**config.mk**
```make
export PLATFORM = sky130hd
export DESIGN_NAME = sprite_fetch_unit
export DESIGN_NICKNAME = d
export VERILOG_FILES = /design/src/rtl/sprite_fetch_unit.sv
export SDC_FILE = /design/constraint.sdc
export NUM_CORES = 1
export LEC_CHECK = 0
export CAP_MARGIN = 25
export CORE_MARGIN = 1.5
export CORE_UTILIZATION = 50
export CTS_BUF_LIST = sky130_fd_sc_hd__clkbuf_8
export DETAILED_ROUTE_END_ITERATION = 7
export PLACE_DENSITY = 0.82
export SYNTH_ARGS = -nofsm -noshare
export SYNTH_HDL_FRONTEND = slang
export SYNTH_SLANG_ARGS = --single-unit
```
**constraint.sdc**
```tcl
create_clock -name clk -period 4.2 [get_ports clk]
set_input_delay 0.84 -clock clk [delete_from_list [all_inputs] [get_ports clk]]
set_output_delay 0.84 -clock clk [all_outputs]
set_load 0.005 [all_outputs]
```
**src/rtl/sprite_fetch_unit.sv**
```systemverilog
// Sprite fetch and pixel-alignment stage.
// Turns the current scan coordinate and a per-frame sprite placement into a
// sprite ROM address, then realigns the returned ROM word so that colour and
// coverage appear exactly three cycles after the coordinate was presented.
module sprite_fetch_unit #(
    parameter int                    DATA_WIDTH = 12,
    parameter int                    ADDR_WIDTH = 8,
    parameter int                    SPR_W      = 20,
    parameter int                    SPR_H      = 11,
    parameter int                    COORD_W    = 10,
    parameter logic [DATA_WIDTH-1:0] KEY_COLOR  = 12'h0F0
) (
    input  logic                  clk,
    input  logic                  reset,
    input  logic                  frame_start,
    input  logic [COORD_W-1:0]    pixel_x,
    input  logic [COORD_W-1:0]    pixel_y,
    input  logic [COORD_W-1:0]    pos_x,
    input  logic [COORD_W-1:0]    pos_y,
    input  logic                  mirror,
    output logic [ADDR_WIDTH-1:0] rom_addr,
    input  logic [DATA_WIDTH-1:0] rom_data,
    output logic [DATA_WIDTH-1:0] sprite_rgb,
    output logic                  sprite_on
);

    // Sprite dimensions widened to the one-bit-extended coordinate width so
    // every comparison below is unsigned and carries no wrap-around.
    localparam logic [COORD_W:0] SPR_W_C = (COORD_W+1)'(SPR_W);
    localparam logic [COORD_W:0] SPR_H_C = (COORD_W+1)'(SPR_H);

    // Placement shadow registers, only updated at frame start.
    logic [COORD_W-1:0]    x0_q, y0_q;
    logic                  mir_q;

    // Pipeline registers.
    logic                  hit1_q, hit2_q;
    logic [ADDR_WIDTH-1:0] rom_addr_q;
    logic [DATA_WIDTH-1:0] sprite_rgb_q;
    logic                  sprite_on_q;

    // Stage-1 combinational results.
    logic [COORD_W:0]      dx, dy, col;
    logic                  hit1_d;
    logic [ADDR_WIDTH-1:0] rom_addr_d;
    logic                  opaque_d;

    // Latch the requested placement once per frame so a frame never tears.
    always_ff @(posedge clk) begin
        // NOTE: non-blocking assignments keep every register sampling the
        // pre-edge value of its sources, independent of block ordering.
        if (reset) begin
            x0_q  <= '0;
            y0_q  <= '0;
            mir_q <= 1'b0;
        end else if (frame_start) begin
            x0_q  <= pos_x;
            y0_q  <= pos_y;
            mir_q <= mirror;
        end
    end

    // Hit test and ROM address for the coordinate presented this cycle.
    always_comb begin
        // NOTE: every output gets a default first so no path infers a latch.
        dx         = {1'b0, pixel_x} - {1'b0, x0_q};
        dy         = {1'b0, pixel_y} - {1'b0, y0_q};
        col        = dx;
        hit1_d     = 1'b0;
        rom_addr_d = '0;
        if ((pixel_x >= x0_q) && (dx < SPR_W_C) &&
            (pixel_y >= y0_q) && (dy < SPR_H_C)) begin
            hit1_d = 1'b1;
        end
        if (mir_q) begin
            col = (SPR_W_C - 1'b1) - dx;
        end
        if (hit1_d) begin
            // Both operands are in range on a hit, so ADDR_WIDTH modular
            // arithmetic gives the exact row-major word index.
            rom_addr_d = ADDR_WIDTH'(dy) * ADDR_WIDTH'(SPR_W) + ADDR_WIDTH'(col);
        end
    end

    // Transparency test on the ROM word belonging to the stage-2 pixel.
    always_comb begin
        opaque_d = hit2_q && (rom_data != KEY_COLOR);
    end

    // Three-stage pipeline: address, ROM access, colour/coverage.
    always_ff @(posedge clk) begin
        if (reset) begin
            hit1_q       <= 1'b0;
            hit2_q       <= 1'b0;
            rom_addr_q   <= '0;
            sprite_rgb_q <= '0;
            sprite_on_q  <= 1'b0;
        end else begin
            hit1_q       <= hit1_d;
            rom_addr_q   <= rom_addr_d;
            hit2_q       <= hit1_q;
            sprite_on_q  <= opaque_d;
            sprite_rgb_q <= opaque_d ? rom_data : '0;
        end
    end

    assign rom_addr   = rom_addr_q;
    assign sprite_rgb = sprite_rgb_q;
    assign sprite_on  = sprite_on_q;

endmodule

```
# Yosys cells after proc, flatten, opt, wreduce, memory -nomap -nowiden

Cells that the tools add are included.

Flip-flop bits (word level): 44
Input bits: 56

$add $sub $neg: 4
$mul: 1
$lt $le $gt $ge: 4
Equal/unequal tests: 1
Mux-type cells: 2
Bitwise logic cells: 2
Reductions and logical operators: 6

Operators by type and width:

| operator                                                                      | count |
|---|---|
| 10-bit by 10-bit subtractor with 11-bit output                                | 2 |
| 10-bit >= comparator                                                          | 2 |
| 12-bit by 8-bit inequality test with 1-bit output, second input constant      | 1 |
| 11-bit by 4-bit less-than comparator with 1-bit output, second input constant | 1 |
| 11-bit by 5-bit less-than comparator with 1-bit output, second input constant | 1 |
| 8-bit adder                                                                   | 1 |
| 8-bit by 3-bit multiplier with 6-bit output, second input constant            | 1 |
| 8-bit two-way mux                                                             | 1 |
| 5-bit by 8-bit subtractor with 8-bit output, first input constant             | 1 |
| 1-bit logical AND                                                             | 4 |
| 2-bit OR reduction                                                            | 2 |
| 1-bit inverter                                                                | 2 |
| 1-bit two-way mux                                                             | 1 |

# Logic depth before layout (Yosys ltp)

Depth after elaboration: 8
Depth in mapped cells: 17
Depth with buffers taken out: 17

# Worst setup path before layout

No wires, ideal clock.

Path type: input to register
Start: in pixel_y[0]
End: reg rom_addr_q[7] (netlist: rom_addr[7])
Data arrival time: 3.659 ns
Data required time: 4.075 ns
Setup slack: 0.416 ns
Stages on the path: 16
Buffers on the path: 0
Cells stage by stage: inv_1 ha_1 inv_1 fa_1 a21o_1 a21oi_1 xnor2_1 ha_1 inv_1 fa_1 xnor2_1 xnor2_1 xnor2_1 xnor3_1 xor2_1 nor3_2

Word-level cells in the longest chain between the ends: 6
Elaborated cells between the ends (all ways): 10
Classes of those cells: add/sub (2); mul (1); order compare (2); mux (1); bitwise (1); reduce/logical (3)

RTL lines:

| item                                                                                                   | RTL line | RTL |
|---|---|---|
| start: declaration                                                                                     | 17       | `input logic [COORD_W-1:0] pixel_y,` |
| parallel branches: the longest is 6 deep, another holds 10-bit by 10-bit subtractor with 11-bit output | n/a      |  |
| end signal: assignment                                                                                 | 100      | `rom_addr_q <= rom_addr_d;` |
| end: declaration                                                                                       | 38       | `logic [ADDR_WIDTH-1:0] rom_addr_q;` |

Several ways; the timed one is not identified.
A chain may end at the register's enable or synchronous reset.

# Final worst setup path

Ends and elaborated chain as after synthesis.

==> impl_metrics.csv <==
group,metric,value,unit
clocking,clk-insertion-delay-late,0.30,ns
power,p_total,1.37,mW
drt,finalWirelength,6020,µm
power,p_int,0.926,mW
synth,synth_warnings,0,
sta,slew_headroom,29.0,%
grt,gr-usage-all-layers,20.7,%
synth,syn_nets,411,
clocking,clkSinkCount,44,
outcome,status,"completed",
power,p_seq_share,31.7,%
power,p_per_area,350,nW/µm²
worst_setup_path,start_kind,"primary input",
power,switching_share,32.5,%
grt,grt_pass1_wl,10200,µm
worst_setup_path,endpoint_kind,"register",
synth,synth_compound_area_share,13.5,%
grt,grt_pass1_vias,2331,
clocking,cts_max_level,2,
drt,drtIter0Drc,65,
clocking,numCtsBuffers,5,
finish,seq_area,881,µm²
synth,synthXorXnorAreaFrac,6.63,%
grt,antenna_found_initial,0,
die,fp.dieW,78.5,µm
finish,stdcell_area,3920,µm²
sta,max_freq,251,MHz
job,maxCapViolations,0,
sta,hold_slack,0.452,ns
grt,grtUsageMet2,37.5,%
grt,met1_usage,24.6,%
power,combPwrFrac,43.4,%
grt,grt_max_degree,24,
synth,ys_seq_elements,44,
hold_path,min_path_type,"register to register",
synth,ys_types,46,
finish,fin_cells,478,
sta,tightest_slew,1.06,ns
synth,synthMuxAreaShare,7.77,%
clocking,cts_max_path_buffers,2,
drt,postRouteAntennaNets,0,
place,hpwl,4620,µm
synth,synthCells,321,
grt,use_met3,3.37,%
sta,timing_hold_violations_final,0,
sta,final.setup.worst_slack,0.218,ns
power,p_leak,1.66,nW
place,io_buffers,76,
sta,finalCritPeriodShare,94.8,%
die,core-area,5510,µm²
sta,clock_skew,0.00484,ns
finish,drive_gt1_share,10.3,%
place,place_congestion,0.849,
clocking,path_clk_slew,0.08,ns
clocking,cts_root_buffer,"clkbuf_8",
finish,final_net_count,495,
clocking,cts_tree,"done",
drt,post_drt_wl_per_cell,12.6,µm
place,placed_cell_area,3730,µm²
worst_setup_path,critPathMaxFanout,2,
power,p_sw,0.447,mW
sta,period_minus_slack,3.98,ns
finish,fillers,427,
synth,yosys.area_share.adder,16.0,%
synth,netlist_area,2850,µm²
sta,slew_viol_final,0,
place,placedCellCount,469,
drt,drc,0,
synth,async_flop_share,0,%
die,initial_core_util,51.8,%
finish,fin_util,71.2,%
worst_setup_path,required,4.37,ns
sta,finalSetupViolCount,0,
finish,diodes,0,
synth,synthFlopType,"dfxtp_1",
grt,overflow,0,
synth,seq_area_frac_synth,30.9,%
synth,synth_enable_flop_cells,0,
finish,multi_input_comb_area,1840,µm²
synth,syn_avg_cell_area,8.88,µm²
finish,synthToLayoutAreaGrowth,37.5,%
sta,fin_tns_setup,0,ns
grt,grt_most_used_layer,"met2",
place,pre_cts_slack,-0.234,ns
die,fp.dieH,78.5,µm
drt,avgViaCountPerCell,5.11,
drt,vias,2444,
die,io_pins,77,
synth,synth_top_family_by_area,"simple AND/OR/NAND/NOR gates",
power,power_frac_clock,24.8,%
die,rows,27,
drt,drtPass1Iterations,4,
worst_setup_path,worstPathArrival,4.15,ns
die,die_area,6170,µm²
worst_setup_path,crit_type,"primary input to register",
sta,rsz0062_at_grt,"false",
power,peakVddDrop,0.000167,V
synth,synth_simple_gate_area_share,18.5,%
## power by group through the flow
stage	Clock, mW	Sequential (mW)	Combinational, mW
after global routing	0.368	0.438	0.663
final	0.341	0.436	0.596
after global placement	0	0.445	0.523
after detailed placement	0	0.446	0.545
after CTS	0.347	0.436	0.556
after floorplan	0	0.443	0.391
## cell type report
class | count | share of cell area (%)
clock buffer | 6 | 2.11
tap | 72 | 2.30
inverter | 40 | 3.83
clock inverter | 2 | 0.989
sequential | 44 | 22.5
multi-input combinational | 228 | 47.0
timing repair buffer | 86 | 21.3
## synth_stat cells, types with 2 or more instances
master    count  area share, %
nor4b_1       2           0.61
nand2_1      12            1.6
o21ai_0       6            1.1
or3_1         2           0.44
nor2b_1       3           0.66
o21bai_1      2           0.53
a21oi_1      12            2.1
nor3_1        6            1.1
xnor2_1      10            3.1
clkbuf_1      5           0.66
buf_1         2           0.26
inv_1        40            5.3
o21a_1        2           0.53
and2_1       14            3.1
a311oi_1      3           0.92
nor3b_1       2           0.53
nand2b_1      3           0.66
fa_1          4            2.8
nor2_1       40            5.3
nor4_1        2           0.44
o21ai_1       5           0.88
dfxtp_1      44             31
a211oi_1      5            1.3
mux2i_1      21            7.4
ha_1         30             13
a21o_1        9            2.4
xor2_1        9            2.8
nor3_2        8            2.8
## state kept, by name (all words and copies together) (netlist names)
name and flops:
mir_q 1, rom_addr 8, hit2_q 1, hit1_q 1
sprite_rgb 12, sprite_on 1, y0_q 10, x0_q 10
## timing repair
| action | CTS | global route |
|---|---|---|
| resized for setup | 0 | 12 |
| hold buffers | 0 | 0 |
| setup buffers | 0 | 1 |
| setup endpoints to repair | 0 | 1 |
## path summary, 6_finish.rpt
| check | slack (ns) | to | cells past startpoint | from |
|---|---|---|---|---|
| setup / recovery | 0.22 | rom_addr[7] | 17 | pixel_y[0] |
| hold / removal | 0.45 | hit2_q | 1 | hit1_q |
| setup reg to reg | 0.81 | rom_addr[7] | 15 | y0_q[2] |
| hold reg to reg | 0.45 | hit2_q | 1 | hit1_q |
## cell usage in the layout, fill, tap and decap left out, drive strengths merged, types with 11 or more instances in the layout
cell and instances:
dfxtp 44, o21ai 11, inv 40, mux2i 21, and2 14, nor2 40
nand2 12, a21oi 12, ha 30, clkdlybuf4s50 76, nor3 14
## critical path, cell delays in order
cell,delay [ns]
clkdlybuf4s50_1,0.42
inv_1,0.07
ha_2,0.18
inv_1,0.05
fa_2,0.33
a21o_1,0.21
a21oi_2,0.17
xnor2_2,0.09
ha_1,0.28
inv_1,0.04
fa_1,0.50
inv_2,0.05
ha_4,0.24
a21oi_2,0.15
xnor3_1,0.32
xor2_1,0.17
nor3_2,0.05
## metal layers
metal  up-vias  share of wire [%]
li1       1257                  -
met1      1105                 44
met2        75                 50
met3         7                5.5
met4         0                1.1
met5         -                  0
## cells by family (layout without fill, tap and decap cells)
group                    count (synthesis)  after routing
flip-flops                              44             44
multiplexers                            22             22
adder cells (fa/ha/maj)                 34             34
buffers and inverters                   49            134
AND/OR/NAND/NOR                         98             98
AO/OA/AOI/OAI                           54             54
XOR/XNOR                                20             20
(Power assumes the default switching activity.)
